### src/rtl/instr_issue.sv
// Instruction fetch-and-issue unit: fetches a word per request/valid handshake,
// issues its opcode downstream, and stalls on branch-class opcodes until resolved.
module instr_issue #(
  parameter int                 ADDR_W   = 8,
  parameter logic [ADDR_W-1:0]  RESET_PC = '0
) (
  input  logic              clk,
  input  logic              rst_n,

  output logic [ADDR_W-1:0] imem_addr,
  output logic              imem_rd,
  input  logic [31:0]       imem_rdata,
  input  logic              imem_valid,

  output logic              issue_valid,
  input  logic              issue_ready,
  output logic [4:0]        opcode,
  output logic [31:0]       instr,
  output logic [ADDR_W-1:0] instr_pc,
  output logic              illegal,

  input  logic              br_done,
  input  logic              br_taken,
  input  logic [ADDR_W-1:0] br_target
);

  localparam logic [4:0] OP_NOP     = 5'd21;
  localparam logic [4:0] OP_BR_LO   = 5'd16;
  localparam logic [4:0] OP_BR_HI   = 5'd20;

  typedef enum logic [2:0] {
    S_IDLE,
    S_FETCH,
    S_WAIT,
    S_ISSUE,
    S_BRWAIT
  } state_t;

  state_t            state;
  logic [ADDR_W-1:0] pc;
  logic              ill_q;
  logic [4:0]        op_raw;
  logic [ADDR_W-1:0] pc_inc;

  function automatic logic is_branch(input logic [4:0] op);
    return (op >= OP_BR_LO) && (op <= OP_BR_HI);
  endfunction

  function automatic logic is_illegal(input logic [4:0] op);
    return op > OP_NOP;
  endfunction

  assign op_raw    = imem_rdata[31:27];
  assign pc_inc    = pc + ADDR_W'(1);
  assign imem_addr = pc;

  // NOTE: all state and outputs are registered in one clocked block with
  // non-blocking assignments, so every branch sees pre-edge values.
  always_ff @(posedge clk or negedge rst_n) begin
    if (!rst_n) begin
      state       <= S_IDLE;
      pc          <= RESET_PC;
      imem_rd     <= 1'b0;
      issue_valid <= 1'b0;
      opcode      <= OP_NOP;
      instr       <= '0;
      instr_pc    <= '0;
      ill_q       <= 1'b0;
      illegal     <= 1'b0;
    end else begin
      illegal <= 1'b0;
      case (state)
        S_IDLE: begin
          imem_rd <= 1'b1;
          state   <= S_FETCH;
        end
        S_FETCH: begin
          imem_rd <= 1'b0;
          state   <= S_WAIT;
        end
        S_WAIT: begin
          if (imem_valid) begin
            instr       <= imem_rdata;
            instr_pc    <= pc;
            ill_q       <= is_illegal(op_raw);
            opcode      <= is_illegal(op_raw) ? OP_NOP : op_raw;
            issue_valid <= 1'b1;
            state       <= S_ISSUE;
          end
        end
        S_ISSUE: begin
          if (issue_ready) begin
            issue_valid <= 1'b0;
            opcode      <= OP_NOP;
            // Illegal words were already mapped to NOP, so they never stall here.
            if (is_branch(opcode)) begin
              state <= S_BRWAIT;
            end else begin
              pc      <= pc_inc;
              imem_rd <= 1'b1;
              illegal <= ill_q;
              state   <= S_FETCH;
            end
          end
        end
        S_BRWAIT: begin
          if (br_done) begin
            pc      <= br_taken ? br_target : pc_inc;
            imem_rd <= 1'b1;
            state   <= S_FETCH;
          end
        end
        default: begin
          imem_rd     <= 1'b0;
          issue_valid <= 1'b0;
          opcode      <= OP_NOP;
          state       <= S_IDLE;
        end
      endcase
    end
  end

endmodule

### config.mk
export PLATFORM = sky130hd
export DESIGN_NAME = instr_issue
export DESIGN_NICKNAME = d
export VERILOG_FILES = /design/src/rtl/instr_issue.sv
export SDC_FILE = /design/constraint.sdc
export NUM_CORES = 1
export LEC_CHECK = 0
export CAP_MARGIN = 20
export CELL_PAD_IN_SITES_DETAIL_PLACEMENT = 1
export CELL_PAD_IN_SITES_GLOBAL_PLACEMENT = 1
export CORE_MARGIN = 1
export CORE_UTILIZATION = 34
export DETAILED_ROUTE_END_ITERATION = 8
export GPL_TIMING_DRIVEN = 0
export HOLD_SLACK_MARGIN = 0.06
export PLACE_DENSITY_LB_ADDON = 0.25
export SLEW_MARGIN = 20
export SYNTH_ARGS = -nofsm -noshare
export SYNTH_HDL_FRONTEND = slang
export SYNTH_SLANG_ARGS = --single-unit
### constraint.sdc
create_clock -name clk -period 2.67 [get_ports clk]
set_input_delay 0.534 -clock clk [delete_from_list [all_inputs] [get_ports clk]]
set_output_delay 0.534 -clock clk [all_outputs]
set_load 0.005 [all_outputs]
==> impl_results.md, run 1 <==
- Top FF cell, synth: dfrtp_1
- Dpl ws: 0.559 ns
- Clock root buffer: clkbuf_8
- Hold WS: 0.0700 ns
- Asr flop ratio synth: 1.00
- Fmax: 512 MHz
- I/O pins: 102
- Comb power frac: 0.442
- Relative slew slack: 0.699
- Gpl congestion: 0.724
- Layout net count: 446
- Initial drt markers: 55
- Switching share of power: 0.340
- Tightest Pin Transition: 0.452 ns
- Share of layout cells above drive strength 1: 0.104
- Post-route setup TNS: 0 ns
- Top post-synthesis cells by area: dfrtp_1, nand2_1, dfstp_2
- Area occupied by multi-input gates: 1040 um2
- PortBufs: 101
- Final period utilization: 0.731
- DIE AREA: 8170 um2
- CP max stage cell: dfstp_2
- Register area share after synthesis: 0.566
- Min Tclk post-route: 1.95 ns
- Sw power: 1460 uW
- Pre-antenna DRT Iters: 4
- Chip height: 90.4 um
- Crit path capture type: primary output
- Mapped cell area: 2660 um2
- Synth top area share: 0.537
- Critical-path cell list: clkdlybuf4s50_1
- FP Rows: 31
- Setup CP Type: flop to primary output
- Diodes inserted: 0
- CTS HTree Levels: 3
- Number of enable flip-flop cells after synthesis: 0
- Slew Limit Fails: 0
- GRT overflow: 0
- Top delay family on crit path: flip-flops
- CTS Buf Count: 9
- CTS tree: done
- Worst endpoint required time: 2.14 ns
- Final ANT Viol Nets: 0
- Worst reg2reg startpoint: state[2]
- Vias per cell: 4.93
- Ys Warns: 0
- Post-CTS setup repair buffer count: 0
- Peak supply drop: 0.499 mV
- Clk slew on worst S/H paths: 0.07 ns
- Die Width: 90.4 um
- Routed wire length: 7460 um
- Arrival time worst endpoint: 1.42 ns
- CTS Hold Buffers Added: 0
- Clock Sinks: 60
- Register Area: 1510 um2
- First-pass GRT wire length: 13000 um
- Wirelength per Cell: 14.9 um
- Total leakage power: 0.00189 uW
- Crit path max fanout: 3
- Number of cells on the critical path: 1
- #FFs+latches synth: 60
- Unrepaired setup endpoints after global routing: no
- Status: finished, final reports clean
- CTS resizes: 0
- Hold Path Class: input pin to asynchronous set/reset pin
- Worst Reg-to-Reg Cells: 6
- Post-route cell area: 4000 um2
- Area growth syn-to-layout: 50.5%
- Final HPWL DP: 5480 um
- Internal Power: 2840 uW
- Worst R2R Setup Slack: 1.12 ns
- Via count: 2475
- Pin count of the biggest net entering global routing: 43
- Final Util: 0.540
- Post-Synthesis Cells: 286
- Yosys cell types: 40
- Filler cells: 859
- Power Density: 1080 nW/um2
- Core Area: 7410 um2
- Seq pwr share: 0.371
- Initial Utilization: 0.359
- Clock latency on the worst-skew pair: 0.33 ns
- Total GRT Usage: 0.201
- Final Hold Vio Count: 0
- Clock buffer depth: 2
- Placed cell areas: 3810 um2
- Maxcap violations: 0
- Post-synth net total: 333
- CP peak stage delay: 0.55 ns
- Endpoints failing setup: 0
- Startpoint Class: flop
- Worst r2r dst: instr[8]
- Initial antenna violation count: 0
- Post-route setup slack: 0.719 ns
- Skew final: 0.00568 ns
- Clock power frac: 0.187
- Vias in the first global route: 2705
- DRC: 0
- Top cell type by total area after synthesis: dfrtp_1
- Worst path bufs/invs: 1
- Synth Area per Inst: 9.29 um2
-- logic make-up after synthesis --
kind of cell             synth area share
AND/OR/NAND/NOR                     0.256
flip-flops                          0.566
AO/OA/AOI/OAI                       0.126
buffers and inverters              0.0433
multiplexers                      0.00377
adder cells (fa/ha/maj)           0.00471
-- flip-flops by register name, summed over array words and instances (netlist names) --
name	flops
issue_valid	1
opcode	5
imem_rd	1
instr	32
illegal	1
imem_addr	8
state	3
instr_pc	8
ill_q	1
-- worst max-delay path by stage --
stage	startpoint	end
detailed placement	imem_valid	instr[30]
global route	imem_addr[3]	imem_addr[3]
CTS	imem_addr[3]	imem_addr[3]
finish	opcode[4]	opcode[4]
global placement	rst_n	instr[4]
floorplan	br_taken	imem_addr[6]
-- power groups by stage --
stage	clock network [uW]	logic, uW	registers [uW]
3_5_place_dp	0	1920	1610
5_1_grt	870	2110	1660
2_1_floorplan	0	836	1600
4_1_cts	829	1940	1600
3_3_place_gp	0	1860	1590
6_report	804	1900	1600
-- placed cells by master, fill, tap and decap left out, types with 3 or more instances in the layout --
master           netlist  final
o2bb2a_2               3      3
buf_2                  5      5
buf_6                  3      3
o22ai_1                3      3
inv_1                  5      5
clkbuf_1               4      4
nor2_1                 9      9
and3_1                 4      4
o21ai_0                8      8
a21o_1                 4      4
dfstp_2                3      3
clkinv_2               0      3
nor3_1                 3      3
nand3_1                8      8
a21oi_1                6      6
a31oi_1                3      3
clkdlybuf4s50_1        0    100
clkbuf_8               0     10
o22a_1                 4      4
nand2_1              126    126
buf_4                  3      4
dfrtp_1               57     57
-- area by class of cell --
cell class	instances	share of cell area
clock buffers	10	0.0344
flip-flops and latches	60	0.376
plain buffers	15	0.0241
clock inverters	5	0.0131
multi-input cells	206	0.259
repair buffers	102	0.257
inverters	5	0.00469
well taps	99	0.0310
-- metrics by stage --
stage / cells / power [uW]
final: 502 / 4300
after global placement: 486 / 3450
after global routing: 502 / 4640
after detailed placement: 487 / 3530
after floorplan: 286 / 2430
after CTS: 502 / 4370
-- synth_stat cells (2+ instances only) --
library cell  number
a21o_1             4
buf_2              5
a32o_1             2
o2bb2a_2           3
o22ai_1            3
a21oi_1            6
nor2_1             9
nand2_1          126
o21ai_0            8
nor3_1             3
o21a_1             2
dfrtp_1           57
buf_6              3
nand3_1            8
dfstp_2            3
and3_1             4
clkbuf_1           4
nand2b_1           2
inv_1              5
a31oi_1            3
buf_4              3
o22a_1             4
o211ai_1           2
-- metal layers --
layer  vias up  wire length (um)  track usage
met1      1220              3170        0.239
met4         0                65       0.0632
met2        77              3670        0.337
met3         7               548       0.0766
met5         -                 0            0
li1       1171                 -            -
No activity file was read; power rests on OpenSTA's default activity.
==> run 2: changes to the inputs <==
--- a/config.mk
+++ b/config.mk
@@ -9,7 +9,7 @@
 export CELL_PAD_IN_SITES_DETAIL_PLACEMENT = 1
 export CELL_PAD_IN_SITES_GLOBAL_PLACEMENT = 1
 export CORE_MARGIN = 1
-export CORE_UTILIZATION = 34
+export CORE_UTILIZATION = 32
 export DETAILED_ROUTE_END_ITERATION = 8
 export GPL_TIMING_DRIVEN = 0
 export HOLD_SLACK_MARGIN = 0.06
==> constraint.sdc (replaced) <==
create_clock -name clk -period 2.01 [get_ports clk]
set_input_delay 0.402 -clock clk [delete_from_list [all_inputs] [get_ports clk]]
set_output_delay 0.402 -clock clk [all_outputs]
set_load 0.005 [all_outputs]
==> run 2 against run 1 <==
Against the previous run:
- register-to-register slack lost 0.69 ns
- clock-buffer cell count unchanged
- clock power up 54%
- sequential power grew 32%
- utilization decreased by 2.6 points
- setup slack worse by 0.54 ns
- cell area rose by 1.4%
- critical path type unchanged
- highest routed layer unchanged
==> impl_results.md, run 2 (synthesis gave the netlist of run 1 again) <==
- Total leakage power: 0.00191 uW (+1.2%)
- Clock Sinks: 60 (unchanged)
- Met2 Routed Length: 3690 um (+0.52%)
- Final ANT Viol Nets: 0 (unchanged)
- CTS Hold Buffers Added: 1 (+1)
- Maxcap violations: 0 (unchanged)
- Clock root buffer: clkbuf_8
- Crit path max fanout: 3 (unchanged)
- Internal Power: 3910 uW (+38%)
- Layout net count: 447 (+0.22%)
- Endpoints failing setup: 0 (unchanged)
- Min Tclk post-route: 1.83 ns
- Top delay family on crit path: flip-flops
- Most common cell after layout, fill and taps aside: nand2_1
- CTS Buf Count: 9 (unchanged)
- PortBufs: 101 (unchanged)
- Die Width: 93.1 um (+3.0%)
- Area growth syn-to-layout: 52.6%
- Arrival time worst endpoint: 1.43 ns (about the same)
- Met3 wire length: 578 um (+5.5%)
- Unrepaired setup endpoints after global routing: no
- Clock power frac: 0.211 (+0.024)
- CP max stage cell: dfstp_2
- I/O pins: 102 (unchanged)
- Beginning of the critical path: opcode[0]
- Max FFs per register: 32 (unchanged)
- Share of layout cells above drive strength 1: 0.106 (+0.00195)
- Wirelength per Cell: 15.2 um (+2.1%)
- Slew Limit Fails: 0 (unchanged)
- Setup CP Type: flop to primary output
- Tightest Pin Transition: 0.465 ns (+0.0130 ns)
- Worst R2R Setup Slack: 0.43 ns (-0.69 ns)
- Comb power frac: 0.430 (-0.012)
- M1 wire length: 3310 um (+4.4%)
- Pre-antenna DRT Iters: 4 (unchanged)
- Status: finished, final reports clean
- Biggest register: instr
- Sw power: 1990 uW (+36%)
- Most frequent cells in the layout: nand2_1, clkdlybuf4s50_1, dfrtp_1, clkbuf_8, nor2_1
- Clock buffer depth: 2 (unchanged)
- Hold WS: 0.476 ns (+0.406 ns)
- Worst r2r dst: instr[29]
- FP Rows: 32 (+3.2%)
- CTS HTree Levels: 3 (unchanged)
- Startpoint Class: flop
- GRT overflow: 0 (unchanged)
- Peak supply drop: 0.648 mV (+30%)
- Filler cells: 909 (+5.8%)
- Skew final: 0.00670 ns (+0.00103 ns)
- Hold Path Class: input pin to asynchronous set/reset pin
- Initial drt markers: 67 (+22%)
- CTS tree: done
- Fmax: 547 MHz
- Power Density: 1460 nW/um2 (+35%)
- Switching share of power: 0.337 (-0.00284)
- Dpl cells: 490 (+0.62%)
- Vias in the first global route: 2595 (-4.1%)
- Worst reg2reg startpoint: state[2]
- Worst Reg-to-Reg Cells: 6 (unchanged)
- Core Area: 7890 um2 (+6.5%)
- Initial antenna violation count: 0 (unchanged)
- Gpl congestion: 0.744 (+2.8%)
- Diodes inserted: 0 (unchanged)
- Critical-path cell list: clkdlybuf4s50_1
- Post-CTS setup repair buffer count: 0 (unchanged)
- Initial Utilization: 0.337 (-0.0218)
- Clk slew on worst S/H paths: 0.08 ns (about the same)
- First-pass GRT wire length: 12700 um (-2.2%)
- Crit path capture type: primary output
- Via count: 2446 (-1.2%)
- Worst endpoint required time: 1.61 ns (-0.53 ns)
- Pin count of the biggest net entering global routing: 43 (unchanged)
- Worst path bufs/invs: 1 (unchanged)
- Final period utilization: 0.910
- CP peak stage delay: 0.57 ns (+0.02 ns)
- Total GRT Usage: 0.193 (-0.00855)
- DRC: 0 (unchanged)
- Vias per cell: 4.82 (-2.1%)
- Highest Signal Layer: met4
- Routed wire length: 7690 um (+3.1%)
- Final std cells w/o fill: 507 (+1.0%)
- Final HPWL DP: 5650 um (+3.1%)
- Clock latency on the worst-skew pair: 0.34 ns (about the same)
- DIE AREA: 8670 um2 (+6.1%)
- Seq pwr share: 0.360 (-0.011)
- Chip height: 93.1 um (+3.0%)
- Relative slew slack: 0.690 (-0.00868)
- CTS resizes: 0 (unchanged)
- Final Hold Vio Count: 0 (unchanged)
-- run 2: changes by cell type in the layout (fill, tap and decap cells not counted), sizes merged --
| cell | before | now |
|---|---|---|
| dlygate4sd3 | 0 | 1 |
| clkinv | 3 | 2 |
| inv | 5 | 6 |
| bufinv | 1 | 2 |
-- run 2: area by class of cell --
type                            instances  area [um2]  area share
Sequential cell                        60        1510       0.371
Timing Repair Buffer                  103        1050       0.258
Multi-Input combinational cell        206        1040       0.256
Clock buffer                           10         138      0.0339
Tap cell                              102         128      0.0315
Buffer                                 15        96.3      0.0238
Clock inverter                          6        86.3      0.0213
Inverter                                5        18.8     0.00463
-- run 2: worst max-delay path by stage --
stage | to | slack (ns) | cells past startpoint
floorplan | imem_addr[0] | 0.64 | 6
finish | opcode[0] | 0.18 | 1
global placement | instr[7] | -1.55 | 1
detailed placement | instr[29] | 0.04 | 6
global route | opcode[0] | 0.13 | 1
CTS | opcode[0] | 0.16 | 1
-- run 2: power groups by stage --
stage	Clock, uW	Sequential [uW]	Combinational, uW
2_1_floorplan	0	2120	1110
3_3_place_gp	0	2100	2500
3_5_place_dp	0	2150	2570
4_1_cts	1270	2140	2600
5_1_grt	1320	2200	2840
6_report	1240	2120	2540
-- run 2: layer usage --
| metal | vias to the layer above | global-route usage |
|---|---|---|
| met4 | 0 | 0.0731 |
| met2 | 80 | 0.316 |
| li1 | 1174 | - |
| met3 | 9 | 0.0602 |
| met1 | 1183 | 0.238 |
| met5 | - | 0 |
-- run 2: per-stage QoR --
stage | utilization | power (uW) | worst slack, ns | cell area [um2] | setup TNS, ns
final | 0.514 | 5900 | 0.181 | 4060 | 0
after global routing | 0.514 | 6360 | 0.132 | 4060 | 0
after CTS | 0.514 | 6000 | 0.160 | 4060 | 0
after detailed placement | 0.484 | 4720 | 0.0375 | 3820 | 0
after global placement | 0.481 | 4600 | -1.55 | 3800 | -90.66
after floorplan | - | 3230 | 0.638 | 2660 | 0
==> run 3: changes to the inputs <==
--- a/config.mk
+++ b/config.mk
@@ -11,7 +11,6 @@
 export CORE_MARGIN = 1
 export CORE_UTILIZATION = 32
 export DETAILED_ROUTE_END_ITERATION = 8
-export GPL_TIMING_DRIVEN = 0
 export HOLD_SLACK_MARGIN = 0.06
 export PLACE_DENSITY_LB_ADDON = 0.25
 export SLEW_MARGIN = 20
==> run 3 against run 2 <==
Against the previous run:
- cell area decreased by 0.71%
- largest power group unchanged
- total power is 0.79% lower
- largest cell class unchanged
- routed wire length rose by 0.83%
==> impl_results.md, run 3 (synthesis gave the netlist of run 1 again) <==
- Die Width: 93.1 um (unchanged)
- Most frequent cells in the layout: nand2_1, clkdlybuf4s50_1, dfrtp_1, nor2_1, clkbuf_8
- DRC: 0 (unchanged)
- Routed wire length: 7760 um (+0.83%)
- Worst Reg-to-Reg Cells: 4 (-2)
- Final HPWL DP: 5710 um (+0.98%)
- Gpl congestion: 0.774 (+4.1%)
- PortBufs: 101 (unchanged)
- Hold Path Class: flop to flop
- M1 wire length: 3300 um (-0.51%)
- CTS Buf Count: 9 (unchanged)
- Diodes inserted: 0 (unchanged)
- Post-route setup TNS: 0 ns (unchanged)
- Final std cells w/o fill: 501 (-1.2%)
- Via count: 2472 (+1.1%)
- Clk slew on worst S/H paths: 0.07 ns (about the same)
- Vias per cell: 4.93 (+2.3%)
- Total leakage power: 0.00188 uW (-1.4%)
- I/O pins: 102 (unchanged)
- Post-CTS setup repair buffer count: 0 (unchanged)
- Wirelength per Cell: 15.5 um (+2.0%)
- Area growth syn-to-layout: 51.5%
- Peak supply drop: 0.612 mV (-5.5%)
- CTS tree: done
- Layout net count: 441 (-1.3%)
- Maxcap violations: 0 (unchanged)
- Status: finished, final reports clean
- Vias in the first global route: 2616 (+0.81%)
- Biggest register: instr
- DIE AREA: 8670 um2 (unchanged)
- Crit path capture type: primary output
- Slew Limit Fails: 0 (unchanged)
- Met3 wire length: 632 um (+9.3%)
- Chip height: 93.1 um (unchanged)
- Power Density: 1450 nW/um2 (about the same)
- Initial drt markers: 51 (-24%)
- Initial antenna violation count: 0 (unchanged)
- Arrival time worst endpoint: 1.41 ns (-0.02 ns)
- Clock latency on the worst-skew pair: 0.33 ns (about the same)
- Skew final: 0.00422 ns (-0.00248 ns)
- Dpl cells: 484 (-1.2%)
- FP Rows: 32 (unchanged)
- Setup CP Type: flop to primary output
- CP max stage cell: dfstp_2
- Pin count of the biggest net entering global routing: 44 (+2.3%)
- Worst path bufs/invs: 1 (unchanged)
- Core Area: 7890 um2 (unchanged)
- Fmax: 552 MHz (+0.85%)
- CTS HTree Levels: 3 (unchanged)
- Number of cells on the critical path: 1 (unchanged)
- Final Hold Vio Count: 0 (unchanged)
- CP peak stage delay: 0.55 ns (-0.02 ns)
- Crit path max fanout: 3 (unchanged)
- First-pass GRT wire length: 13000 um (+2.2%)
- Most common cell after layout, fill and taps aside: nand2_1
- GRT overflow: 0 (unchanged)
- Startpoint Class: flop
- Top delay family on crit path: flip-flops
- Clock root buffer: clkbuf_8
- Initial Utilization: 0.337 (unchanged)
- Tightest Pin Transition: 0.527 ns (+0.0626 ns)
- Hold Path Cell Cnt: 2
- Final period utilization: 0.902 (-0.00767)
- Final ANT Viol Nets: 0 (unchanged)
- Critical-path cell list: clkdlybuf4s50_1
- Highest Signal Layer: met4
- Relative slew slack: 0.648 (-0.0418)
- Endpoints failing setup: 0 (unchanged)
- Total GRT Usage: 0.196 (+0.00298)
- Met2 Routed Length: 3670 um (-0.76%)
- Max FFs per register: 32 (unchanged)
- Share of layout cells above drive strength 1: 0.103 (-0.00342)
- Min Tclk post-route: 1.81 ns (-0.0154 ns)
- Unrepaired setup endpoints after global routing: no
- Filler cells: 887 (-2.4%)
- Pre-antenna DRT Iters: 4 (unchanged)
- Clock buffer depth: 2 (unchanged)
- Worst endpoint required time: 1.61 ns (about the same)
- Clock Sinks: 60 (unchanged)
## run 3: metrics by stage
stage,setup slack (ns),hold WS [ns],power [uW],util,instance area [um2]
2_1_floorplan,0.638,0.106,3230,-,2660
3_3_place_gp,0.172,0.396,4600,0.482,3800
3_5_place_dp,0.159,0.424,4720,0.482,3800
4_1_cts,0.181,0.479,5950,0.510,4030
5_1_grt,0.146,0.495,6300,0.510,4030
6_report,0.197,0.472,5860,0.510,4030
## run 3: final timing paths
path,start,slack [ns],end
worst max-delay path,opcode[2],0.20,opcode[2]
worst min-delay path,instr[25],0.47,instr[25]
worst max register to register,opcode[4],0.35,imem_addr[7]
worst min register to register,instr[25],0.47,instr[25]
max in group asynchronous,rst_n,0.84,instr[31]
min in group asynchronous,rst_n,0.58,instr_pc[4]
## run 3: area by class of cell
cell class              instances  area, um2  area share
inverters                       5       18.8     0.00466
well taps                     102        128      0.0317
clock buffers                  10        128      0.0317
multi-input cells             206       1040       0.259
flip-flops and latches         60       1510       0.374
clock inverters                 6       88.8      0.0221
repair buffers                112       1120       0.277
## run 3: layer usage
layer	track usage	vias up
li1	-	1159
met1	0.242	1205
met2	0.309	93
met3	0.0683	15
met4	0.0859	0
met5	0	-
## run 3: report_power, final
| part | switching (uW) | total, uW | leakage, uW | internal [uW] |
|---|---|---|---|---|
| sequential | 433 | 2190 | 0.000742 | 1760 |
| combinational | 1060 | 2470 | 0.00104 | 1410 |
| clock | 498 | 1200 | 0.000102 | 698 |
## run 3: repair_timing
item                       in CTS  in global routing
hold endpoints to repair       16                  0
setup endpoints to repair       0                  0
hold buffers                    1                  0
resized for setup               0                  0
